## config.mk

```make
export PLATFORM = sky130hd
export DESIGN_NAME = servo_pulse_decoder
export DESIGN_NICKNAME = d
export VERILOG_FILES = /design/src/rtl/servo_pkg.sv /design/src/rtl/servo_pulse_channel_decoder.sv /design/src/rtl/servo_pulse_decoder.sv
export SDC_FILE = /design/constraint.sdc
export NUM_CORES = 1
export LEC_CHECK = 0
export ABC_AREA = 0
export CAP_MARGIN = 5
export CELL_PAD_IN_SITES_DETAIL_PLACEMENT = 0
export CELL_PAD_IN_SITES_GLOBAL_PLACEMENT = 1
export CORE_ASPECT_RATIO = 0.75
export CORE_MARGIN = 4
export CORE_UTILIZATION = 32
export DETAILED_ROUTE_END_ITERATION = 16
export PLACE_DENSITY = 0.6
export SYNTH_ARGS = -nofsm -noshare
export SYNTH_HDL_FRONTEND = slang
export SYNTH_SLANG_ARGS = --single-unit
```

## constraint.sdc

```tcl
create_clock -name clk_i -period 9.29 [get_ports clk_i]
set_clock_uncertainty 0.2 [all_clocks]
set_input_delay 1.858 -clock clk_i [delete_from_list [all_inputs] [get_ports clk_i]]
set_output_delay 1.858 -clock clk_i [all_outputs]
set_load 0.03 [all_outputs]
```

## src/rtl/servo_pkg.sv

```systemverilog
// servo_pkg: constants, decoder state enum and width-to-value conversion
// shared by the servo pulse generator and decoder.
package servo_pkg;

    localparam int TICK_DIV       = 16;
    localparam int PERIOD_CNT     = 23040;
    localparam int PULSE_1MS_CNT  = 1152;
    localparam int PULSE_15MS_CNT = 1728;
    localparam int VALUE_W        = 8;
    localparam int WIDTH_W        = 12;
    localparam int TIMEOUT_W      = 17;

    localparam logic [VALUE_W-1:0] VALUE_RESET = VALUE_W'((PULSE_15MS_CNT - PULSE_1MS_CNT) / 8);

    typedef enum logic [1:0] {ST_ARM, ST_IDLE, ST_MEASURE} dec_state_e;

    // Adding 4 before dropping three bits rounds to the nearest 8-tick step.
    function automatic logic [VALUE_W-1:0] width_to_value(input logic [WIDTH_W-1:0] width,
                                                          input int one_ms);
        logic signed [WIDTH_W:0] d;
        d = $signed({1'b0, width} - (WIDTH_W + 1)'(one_ms - 4));
        return d < 0 ? '0 : d >= 2048 ? '1 : d[10:3];
    endfunction

endpackage

```

## src/rtl/servo_pulse_channel_decoder.sv

```systemverilog
// servo_pulse_channel_decoder: one channel of pulse-width measurement, from the
// raw pin through synchronizer, tick-sampled FSM, evaluation and timeout.
module servo_pulse_channel_decoder
    import servo_pkg::*;
#(
    parameter int PULSE_1MS_CNT = servo_pkg::PULSE_1MS_CNT,
    parameter int MIN_PULSE_CNT = 576,
    parameter int MAX_PULSE_CNT = 4095,
    parameter int TIMEOUT_CNT   = 69120
) (
    input  logic               clk_i,
    input  logic               reset_i,
    input  logic               tick_i,
    input  logic               pulse_i,
    output logic [VALUE_W-1:0] value_o,
    output logic               valid_o,
    output logic               sample_o
);

    localparam logic [WIDTH_W-1:0]   MIN_W   = WIDTH_W'(MIN_PULSE_CNT);
    localparam logic [WIDTH_W-1:0]   LAST_W  = WIDTH_W'(MAX_PULSE_CNT - 1);
    localparam logic [TIMEOUT_W-1:0] TO_FULL = TIMEOUT_W'(TIMEOUT_CNT);

    logic                 sync1_q, sync2_q;
    dec_state_e           state_q, state_d;
    logic [WIDTH_W-1:0]   width_q, width_d;
    logic [TIMEOUT_W-1:0] to_q, to_d;
    logic [VALUE_W-1:0]   value_q, value_d;
    logic                 valid_q, valid_d;
    logic                 sample_q, sample_d;
    logic                 accept;

    always_ff @(posedge clk_i or posedge reset_i) begin
        if (reset_i) begin
            sync1_q  <= 1'b0;
            sync2_q  <= 1'b0;
            state_q  <= ST_ARM;
            width_q  <= '0;
            to_q     <= '0;
            value_q  <= VALUE_RESET;
            valid_q  <= 1'b0;
            sample_q <= 1'b0;
        end else begin
            sync1_q  <= pulse_i;
            sync2_q  <= sync1_q;
            state_q  <= state_d;
            width_q  <= width_d;
            to_q     <= to_d;
            value_q  <= value_d;
            valid_q  <= valid_d;
            sample_q <= sample_d;
        end
    end

    always_comb begin
        state_d = state_q;
        if (tick_i) begin
            case (state_q)
                ST_ARM:     state_d = sync2_q ? ST_ARM : ST_IDLE;
                ST_IDLE:    state_d = sync2_q ? ST_MEASURE : ST_IDLE;
                ST_MEASURE: state_d = !sync2_q ? ST_IDLE : width_q == LAST_W ? ST_ARM : ST_MEASURE;
                default:    state_d = ST_ARM;
            endcase
        end
    end

    // Acceptance outranks a timeout landing on the same tick.
    always_comb begin
        accept   = tick_i && state_q == ST_MEASURE && !sync2_q && width_q >= MIN_W;
        width_d  = !tick_i || !sync2_q ? width_q :
                   state_q == ST_IDLE ? WIDTH_W'(1) :
                   state_q == ST_MEASURE ? width_q + 1'b1 : width_q;
        value_d  = accept ? width_to_value(width_q, PULSE_1MS_CNT) : value_q;
        to_d     = !tick_i ? to_q : accept ? '0 : to_q == TO_FULL ? to_q : to_q + 1'b1;
        valid_d  = accept || (valid_q && to_d != TO_FULL);
        sample_d = accept;
    end

    assign value_o  = value_q;
    assign valid_o  = valid_q;
    assign sample_o = sample_q;

endmodule

```

## src/rtl/servo_pulse_decoder.sv

```systemverilog
// servo_pulse_decoder: two-channel servo pulse-width decoder; shares one tick
// divider between the channels and packs their results.
module servo_pulse_decoder
    import servo_pkg::*;
#(
    parameter int TICK_DIV      = servo_pkg::TICK_DIV,
    parameter int PULSE_1MS_CNT = servo_pkg::PULSE_1MS_CNT,
    parameter int MIN_PULSE_CNT = 576,
    parameter int MAX_PULSE_CNT = 4095,
    parameter int TIMEOUT_CNT   = 69120
) (
    input  logic                   clk_i,
    input  logic                   reset_i,
    input  logic [1:0]             servo_pulse_i,
    output logic [2*VALUE_W-1:0]   servo_control_value_o,
    output logic [1:0]             servo_valid_o,
    output logic [1:0]             servo_sample_o
);

    logic [3:0] div_q, div_d;
    logic       tick;

    always_ff @(posedge clk_i or posedge reset_i) begin
        if (reset_i) div_q <= '0;
        else         div_q <= div_d;
    end

    always_comb begin
        tick  = div_q == 4'(TICK_DIV - 1);
        div_d = tick ? '0 : div_q + 1'b1;
    end

    for (genvar i = 0; i < 2; i++) begin : g_ch
        servo_pulse_channel_decoder #(
            .PULSE_1MS_CNT(PULSE_1MS_CNT),
            .MIN_PULSE_CNT(MIN_PULSE_CNT),
            .MAX_PULSE_CNT(MAX_PULSE_CNT),
            .TIMEOUT_CNT  (TIMEOUT_CNT)
        ) u_ch (
            .clk_i   (clk_i),
            .reset_i (reset_i),
            .tick_i  (tick),
            .pulse_i (servo_pulse_i[i]),
            .value_o (servo_control_value_o[VALUE_W*i +: VALUE_W]),
            .valid_o (servo_valid_o[i]),
            .sample_o(servo_sample_o[i])
        );
    end

endmodule
```

==> impl_metrics.csv <==
group,metric,value,unit
outcome,status,"finished, final reports clean",
final_layout,drive_above_1_share,5.24,%
floorplanning,core_area,15500,um^2
setup_path,cp_top_family,"buffers and inverters",
logic_synthesis,synth_top_family_by_area,"simple AND/OR/NAND/NOR gates",
timing,slew_viol_final,0,
final_layout,design_area,5770,um^2
logic_synthesis,synth_area_leaders,"dfrtp_1 42%, ha_1 5.6%, xnor2_1 5.5%",
place,place.gp.congestion,0.781,
logic_synthesis,synth.most_common_cell,"dfrtp_1",
final_layout,num_antenna_cells,0,
logic_synthesis,synth_compound_area_share,11.9,%
pwr,irDropWorstVdd,0.0000904,V
setup_path,worstPathMaxFanout,2,
floorplanning,design.die.area,18100,um^2
job,cap_violations,0,
drt,viasPerCell,4.96,
clock_network,path_clk_slew,0.06,ns
logic_synthesis,synth_commonest_cells,"86 x dfrtp_1, 72 x nor2_1, 43 x nand2_1",
logic_synthesis,yosys.area.top_type,"dfrtp_1",
setup_path,critPathSlowestCell,"clkdlybuf4s50_1",
clock_network,clock-sinks,90,
clock_network,htree_levels,3,
setup_path,crit_chain,"clkdlybuf4s50_1",
timing,finalSetupViolCount,0,
logic_synthesis,muxShareOfSynthArea,0.806,%
drt,vias,3861,
timing,slew_headroom,39.7,%
logic_synthesis,synth.avg_cell_area,9.00,um^2
floorplanning,num_io_pins,24,
clock_network,cts_buffers,9,
drt,drtIter0Drc,272,
global_route,grt_pass1_vias,3805,
global_route,antenna_found_initial,0,
logic_synthesis,synth_fa_ha_area_share,5.62,%
pwr,leakage,2.45,nW
global_route,grt_usage,13.0,%
drt,wl,11000,um
floorplanning,die_h,118,um
setup_path,slowest_delay,0.66,ns
drt,drt_pre_antenna_iters,4,
clock_network,tritoncts,"built",
place,dpl-instance-area,5470,um^2
clock_network,postCtsSetupBuffers,0,
final_layout,area_growth,12.7,%
place,place_hpwl,7770,um
logic_synthesis,yosys.area_share.simple,22.2,%
global_route,grt_pass1_wl,19600,um
floorplanning,num_rows,39,
hold_path,worstHoldPathType,"flop to flop",
clock_network,cts-resized-gates,0,
logic_synthesis,async_flop_share,100,%
logic_synthesis,ys.flop_type,"dfrtp_1",
pwr,p_per_area,137,nW/um^2
logic_synthesis,syn_area,5120,um^2
setup_path,critPathLaunchType,"flop",
logic_synthesis,synth_cell_types,54,
timing,rsz0062_at_grt,"no",
logic_synthesis,ys_seq_area_share,44.1,%
timing,fmax,0.278,GHz
logic_synthesis,syn_inst,569,
timing,tightest_slew,0.904,ns
logic_synthesis,syn-num-nets,596,
timing,tns,0,ns
timing,finalHoldViolations,0,
logic_synthesis,ys_seq_elements,90,
logic_synthesis,synth_warnings,0,
setup_path,cp.arrival,1.54,ns
global_route,grt-ovfl-total,0,
floorplanning,die_x,154,um
drt,wl_per_cell,14.2,um
place,portBuffers,23,
setup_path,cp_num_buf_inv,1,
timing,finalCritPeriodShare,38.7,%
setup_path,crit_type,"flop to output pin",
timing,period_needed,3.59,ns
logic_synthesis,synth_edf_count,0,
logic_synthesis,synth-xor-area-share,9.75,%
logic_synthesis,synth_top_area_share,42.0,%
clock_network,cts-hold-fix-buffers,0,
global_route,grt_start_max_net_pins,66,
floorplanning,start_util,33.1,%
drt,drc,0,
setup_path,cp-end-kind,"output pin",
drt,antenna_left,0,
clock_network,worst_skew_pair.late_latency,0.34,ns
final_layout,nNetsFinal,595,
clock_network,clockBufferDepth,2,
setup_path,crit_required,7.23,ns
clock_network,cts_root_buf,"clkbuf_16",
[final cells by class]
cell class | count | area, um^2
Clock buffer | 14 | 264
Tap cell | 205 | 256
Fill cell | 1579 | 9700
Timing Repair Buffer | 25 | 245
Multi-Input combinational cell | 407 | 2580
Sequential cell | 90 | 2260
Inverter | 35 | 133
Clock inverter | 2 | 35.0
[where the power goes]
part	internal, mW	switching (mW)
registers	0.395	0.00344
clock network	0.223	0.149
logic	0.00622	0.0156
[layout by cell type, fill, tap and decap left out, types with 3 or more instances in the layout]
cell and instances:
dfstp_2 4, xnor2_1 32, and2_1 4, a31oi_1 8, o31a_1 3, nor4b_1 3, nand2_1 43, clkdlybuf4s50_1 23
a22o_1 4, and4_1 4, nand3_1 24, xor2_1 25, nand4_1 16, clkbuf_16 9, o21ai_0 32, nor2b_1 3
o22ai_1 8, and3_1 15, clkbuf_1 3, nand2b_1 4, or3_1 3, nor3_1 14, ha_1 23, mux2i_1 3
nor2_1 72, a21oi_1 22, dfrtp_1 86, o31ai_1 3, nor4_1 6, inv_1 34
[logic make-up after synthesis]
logic type / Yosys count
and+or+nand+nor: 226
AOI/OAI and AO/OA: 97
DFF: 90
buffers and inverters: 72
xor gates and xnor gates: 57
adders and majority gates: 23
muxes: 4
[metrics by stage]
step / setup WS (ns) / utilization, % / instances / power (mW) / hold slack [ns]
after global routing: 5.36 / 37.3 / 778 / 0.830 / 0.171
after floorplan: 4.90 / - / 569 / 0.421 / 0.131
after CTS: 5.67 / 37.3 / 778 / 0.809 / 0.162
final: 5.70 / 37.3 / 778 / 0.793 / 0.155
after global placement: 5.60 / 35.4 / 762 / 0.428 / 0.143
after detailed placement: 5.56 / 35.4 / 762 / 0.429 / 0.146
[layer usage]
layer  share of wire (%)  routed length (um)  vias up  track usage [%]
li1                    -                   -     1964                -
met1                  55                6010     1854             19.6
met2                  42                4570       33             18.2
met3                 2.9                 320       10             3.42
met4                 1.0                 110        0             3.20
met5                   0                   0        -                0
[final timing paths]
| kind | from | to | slack, ns | cells past startpoint |
|---|---|---|---|---|
| min in group asynchronous | reset_i | g_ch[1].u_ch.value_o[0]$_DFFE_PP0N_ | 1.64 | 2 |
| worst min-delay path | g_ch[0].u_ch.sync1_q$_DFF_PP0_ | g_ch[0].u_ch.sync2_q$_DFF_PP0_ | 0.16 | 0 |
| worst min register to register | g_ch[0].u_ch.sync1_q$_DFF_PP0_ | g_ch[0].u_ch.sync2_q$_DFF_PP0_ | 0.16 | 0 |
| worst max register to register | div_q[0]$_DFF_PP0_ | g_ch[0].u_ch.valid_o$_DFF_PP0_ | 5.78 | 7 |
| worst max-delay path | g_ch[1].u_ch.value_o[6]$_DFFE_PP1N_ | servo_control_value_o[14] | 5.70 | 1 |
| max in group asynchronous | reset_i | g_ch[0].u_ch.width_q[11]$_DFFE_PP0P_ | 6.05 | 3 |
[flip-flops by register name, indices dropped and copies added, names as in the netlist]
| name | count |
|---|---|
| g_ch.u_ch.sync2_q | 2 |
| g_ch.u_ch.width_q | 24 |
| g_ch.u_ch.valid_o | 2 |
| g_ch.u_ch.value_o | 16 |
| div_q | 4 |
| g_ch.u_ch.state_q | 4 |
| g_ch.u_ch.sync1_q | 2 |
| g_ch.u_ch.sample_o | 2 |
| g_ch.u_ch.to_q | 34 |
No activity file was read; power rests on OpenSTA's default activity.
